$ cat config.mk
export PLATFORM = sky130hd
export DESIGN_NAME = beat_packer
export DESIGN_NICKNAME = d
export VERILOG_FILES = /design/src/rtl/beat_packer.sv
export SDC_FILE = /design/constraint.sdc
export NUM_CORES = 1
export LEC_CHECK = 0
export CORE_UTILIZATION = 45
export DETAILED_ROUTE_END_ITERATION = 6
export PLACE_DENSITY = 0.77
export SYNTH_ARGS = -nofsm -noshare
export SYNTH_HDL_FRONTEND = slang
export SYNTH_SLANG_ARGS = --single-unit
export TNS_END_PERCENT = 10
$ cat constraint.sdc
create_clock -name clk -period 1.52 [get_ports clk]
set_input_delay 0.304 -clock clk [delete_from_list [all_inputs] [get_ports clk]]
set_output_delay 0.304 -clock clk [all_outputs]
set_load 0.05 [all_outputs]
$ cat src/rtl/beat_packer.sv
// beat_packer: packs RATIO narrow valid/ready beats into one registered wide beat with per-lane keep.
// Optional idle flush of a partial word is enabled by defining BEAT_PACKER_TIMEOUT_EN.
module beat_packer #(
  parameter int DATA_WD = 8,
  parameter int RATIO   = 4,
  parameter int TIMEOUT = 16
) (
  input  logic                     clk,
  input  logic                     rst_n,
  input  logic                     valid_in,
  input  logic [DATA_WD-1:0]       data_in,
  input  logic                     last_in,
  output logic                     ready_in,
  output logic                     valid_out,
  output logic [DATA_WD*RATIO-1:0] data_out,
  output logic [RATIO-1:0]         keep_out,
  output logic                     last_out,
  input  logic                     ready_out
);

  localparam int IDX_WD = $clog2(RATIO);
  localparam logic [IDX_WD-1:0] LAST_LANE = IDX_WD'(RATIO - 1);

  if (RATIO < 2 || (RATIO & (RATIO - 1)) != 0 || TIMEOUT < 1) begin : g_bad_cfg
    $error("beat_packer: RATIO must be a power of two >= 2 and TIMEOUT >= 1");
  end

  logic [IDX_WD-1:0]                idx_reg, idx_next;
  logic                             full_reg, full_next;
  logic                             last_reg, last_next;
  logic [RATIO-1:0]                 keep_reg, keep_next;
  logic [RATIO-1:0][DATA_WD-1:0]    data_reg, data_next;

  logic fire_in;
  logic fire_out;
  logic timeout_hit;

  assign ready_in  = !full_reg || ready_out;
  assign fire_in   = valid_in && ready_in;
  assign fire_out  = full_reg && ready_out;

  assign valid_out = full_reg;
  assign data_out  = data_reg;
  assign keep_out  = keep_reg;
  assign last_out  = last_reg;

  // While full, idx is always 0, so a beat accepted alongside an output fire
  // naturally lands in lane 0 while every other lane is cleared.
  for (genvar gi = 0; gi < RATIO; gi++) begin : g_lane
    localparam logic [IDX_WD-1:0] LANE = IDX_WD'(gi);
    logic wr;
    assign wr            = fire_in && (idx_reg == LANE);
    assign data_next[gi] = wr ? data_in : (fire_out ? '0 : data_reg[gi]);
    assign keep_next[gi] = wr || (keep_reg[gi] && !fire_out);
  end

  always_comb begin
    idx_next  = idx_reg;
    full_next = full_reg;
    last_next = last_reg;
    if (fire_out) begin
      full_next = 1'b0;
      last_next = 1'b0;
    end
    if (fire_in) begin
      if (idx_reg == LAST_LANE || last_in) begin
        full_next = 1'b1;
        last_next = last_in;
        idx_next  = '0;
      end else begin
        idx_next  = idx_reg + 1'b1;
      end
    end
    if (timeout_hit) begin
      full_next = 1'b1;
      last_next = 1'b0;
      idx_next  = '0;
    end
  end

`ifdef BEAT_PACKER_TIMEOUT_EN
  localparam int CNT_WD = $clog2(TIMEOUT + 1);

  logic [CNT_WD-1:0] idle_cnt_reg, idle_cnt_next;
  logic              idle;

  // The flush fires on the idle cycle that would bring the count to TIMEOUT.
  assign idle        = (idx_reg != '0) && !full_reg && !fire_in;
  assign timeout_hit = idle && (idle_cnt_reg == CNT_WD'(TIMEOUT - 1));

  always_comb begin
    idle_cnt_next = idle_cnt_reg;
    if (!idle || timeout_hit) begin
      idle_cnt_next = '0;
    end else begin
      idle_cnt_next = idle_cnt_reg + 1'b1;
    end
  end

  always_ff @(posedge clk or negedge rst_n) begin
    if (!rst_n) begin
      idle_cnt_reg <= '0;
    end else begin
      idle_cnt_reg <= idle_cnt_next;
    end
  end
`else
  assign timeout_hit = 1'b0;
`endif

  always_ff @(posedge clk or negedge rst_n) begin
    if (!rst_n) begin
      idx_reg  <= '0;
      full_reg <= 1'b0;
      last_reg <= 1'b0;
      keep_reg <= '0;
      data_reg <= '0;
    end else begin
      idx_reg  <= idx_next;
      full_reg <= full_next;
      last_reg <= last_next;
      keep_reg <= keep_next;
      data_reg <= data_next;
    end
  end

endmodule

==> out/summary.txt <==
==================================================================================
Placed wire-length estimate after detailed placement                       2860 um
Die W                                                                      64.4 um
Critical path arrival                                                      1.17 ns
Number of clock buffers inserted by TritonCTS                                    5
Clk sinks                                                                       40
Antenna violations before repair                                                 0
Utilization of the core after routing                                        76.7%
Flip-flop and latch count after synthesis                                       40
Post-route DRC                                                                   0
Area fraction of the dominant cell type after synthesis                      57.1%
Total congestion overflow after global routing                                   0
Syn-to-layout area delta                                                     61.4%
Clk_skew                                                                0.00201 ns
Number of instances in the synthesized netlist                                 147
Final slew viol count                                                            0
Internal power summed over all cells                                       3.73 mW
Placeable Area                                                           3690 um^2
CTS tree                                                                     built
Final Hold Viols                                                                 0
Element type at the critical path start                               primary input
Unique cell type count in the Yosys netlist                                     16
RSZ-0062 raised after global routing                                         false
Starting density of the core                                                 47.5%
Total Routed Length                                                        4230 um
Endpoint type of the worst setup path                                   output pin
Number of violations of the max-capacitance limit                                0
Die Ht                                                                     64.4 um
GR Layer Usage met3                                                          5.63%
Detail-routed net length per standard cell                                 16.9 um
Leading cell type in the layout, fill and taps excluded               sky130_fd_sc_hd__buf_12
Worst hold slack                                                          0.504 ns
Remaining number of nets flagged by the antenna check after routing              0
Cell row count                                                                  22
Static leakage                                                             1.32 nW
Sequential Power Share                                                       29.6%
Drt first-iter violations                                                       43
Bufs on Longest Clock Path                                                       2
Number of warnings printed during yosys synthesis                                0
Fmax                                                                       680 MHz
Switching power as a share of total power                                    41.7%
GR met2 Demand/Resource                                                      39.6%
Average footprint of a synthesized cell                                  11.9 um^2
Number of ports placed on the die boundary                                      52
Number of global-route vias before repair                                    1,411
Biggest area contributors in the synthesized netlist                  sky130_fd_sc_hd__dfrtp_1, sky130_fd_sc_hd__mux2i_1, sky130_fd_sc_hd__nand2_1, sky130_fd_sc_hd__buf_6, sky130_fd_sc_hd__ha_1
CTS clock-pin slew for the worst setup and hold paths                      0.07 ns
Slowest Stage Delay on Critical Path                                       0.43 ns
Combinational share of power                                                 55.7%
Fraction of power consumed by the clock network                              14.7%
Skew-Pair Late Insertion Delay                                             0.29 ns
Fraction of final layout cells sized beyond drive strength 1                 28.6%
# port buffers                                                                  51
First-pass GRT wire length                                                 6880 um
First-pass iteration count of the detailed router                                4
Post-Place Cell Area                                                     2690 um^2
Final Cell Area                                                          2830 um^2
Nets                                                                           219
GR peak layer                                                                 met2
Pwr dens                                                              2260 nW/um^2
Critical Setup Path Class                                             primary input to output pin
Total via count in the routed design                                         1,312
Syn_nets                                                                       164
Result of the run                                                        completed
Kind of path behind the tightest hold check                           primary input to asynchronous set/reset pin
Top cell family by delay on the critical path                         buffers and inverters
Number of setup violations in the final report                                   0
GR Util met1                                                                 26.2%
Pin count of the biggest net entering global routing                            38
Routed vias/inst                                                              5.23
Antenna diodes                                                                   0
NetSw                                                                      2.67 mW
Final cycle utilization of the critical path                                 96.7%
Library cell with the largest summed area after synthesis             sky130_fd_sc_hd__dfrtp_1
Root cell of the clock tree                                           sky130_fd_sc_hd__clkbuf_8
Area of the die                                                          4150 um^2
Global Route Usage Sum                                                       22.5%
Max FFs per register                                                            32
Slew at the pin closest to its max-slew limit                             0.471 ns
Critical path's slowest cell                                          sky130_fd_sc_hd__clkdlybuf4s50_1
Worst slew margin relative to its limit                                      68.6%
RD Place Congestion                                                          0.760
Time the worst path needs with I/O delays and setup                        1.47 ns
Critical path buffer and inverter count                                          3
Sequential-to-total area share from yosys stat                               57.1%
Largest fanout of any net on the critical path                                   2
Max rail drop VDD                                                        0.00113 V
H-Tree Depth                                                                     2
Netlist area before placement                                            1750 um^2
Commonest cells after routing, fill and taps aside                    sky130_fd_sc_hd__buf_12, sky130_fd_sc_hd__dfrtp_1, sky130_fd_sc_hd__nand2_1
WP data required                                                           1.22 ns
CP Cell Sequence                                                      clkdlybuf4s50_1 -> nand2b_4 -> buf_4 -> buf_12
Post-layout power                                                          6.40 mW
==================================================================================
logic make-up (layout without fill, tap and decap cells):
family | count (synthesis) | after routing | synth area share (%)
adder cells (fa/ha/maj) | 4 | 4 | 2.86
AO/OA/AOI/OAI | 6 | 6 | 2.28
flip-flops | 40 | 40 | 57.1
buffers and inverters | 18 | 74 | 6.21
AND/OR/NAND/NOR | 45 | 45 | 12.1
multiplexers | 34 | 34 | 19.5
power by group through the flow:
stage	registers, mW	logic (mW)	clock network [mW]
floorplan	2.93	0.611	0
global placement	1.89	3.47	0
detailed placement	1.91	3.55	0
CTS	1.90	3.59	0.946
global route	1.94	3.70	0.986
finish	1.89	3.57	0.937
synth_stat cells (all sizes together):
cell type and n:
nor2 1, and3 4, mux2 1, dfrtp 40
nand2 37, ha 4, inv 10, buf 8
a21o 4, o21ai 2, nand2b 1, nor3 1
mux2i 33, nand3 1
layer usage:
layer  vias to the layer above  part of all wire [%]
li1                        582                     -
met4                         0                   1.5
met2                        52                    52
met1                       670                    41
met3                         8                   6.1
met5                         -                     0
repair_timing:
action	4_1_cts	5_1_grt
hold buffers	1	0
hold endpoints to repair	20	0
setup endpoints to repair	1	0
resized for setup	0	0
setup buffers	1	0
worst reg2reg max path, stage by stage, from the launching register on:
cell,delay (ns)
sky130_fd_sc_hd__dfrtp_1,0.45
sky130_fd_sc_hd__nand2b_4,0.10
sky130_fd_sc_hd__buf_4,0.15
sky130_fd_sc_hd__and3_4,0.33
sky130_fd_sc_hd__mux2i_1,0.26
area by class of cell:
type	count	area (um^2)
clock inverters	1	30.0
well taps	48	60.1
repair buffers	56	961
flip-flops and latches	40	1000
multi-input cells	89	643
inverters	10	37.5
clock buffers	7	96.3
fillers	240	860
worst paths after layout:
kind	start	endpoint	slack, ns	cells after the start
min reg2reg	keep_out[3]	keep_out[3]	0.55	1
min	rst_n	data_out[27]	0.50	2
max	ready_out	ready_in	0.05	4
max reg2reg	valid_out	data_out[24]	0.16	4
max in group asynchronous	rst_n	data_out[8]	0.55	3
min in group clk	keep_out[3]	keep_out[3]	0.55	1
through the flow:
stage / worst slack (ns) / cells / TNS, ns
after floorplan: 0.0373 / 147 / 0
after CTS: 0.0612 / 251 / 0
final: 0.0499 / 251 / 0
after detailed placement: -0.114 / 241 / -1.69
after global routing: 0.0169 / 251 / 0
after global placement: -0.0288 / 241 / -0.203
Power figures use the tool's default switching activity.
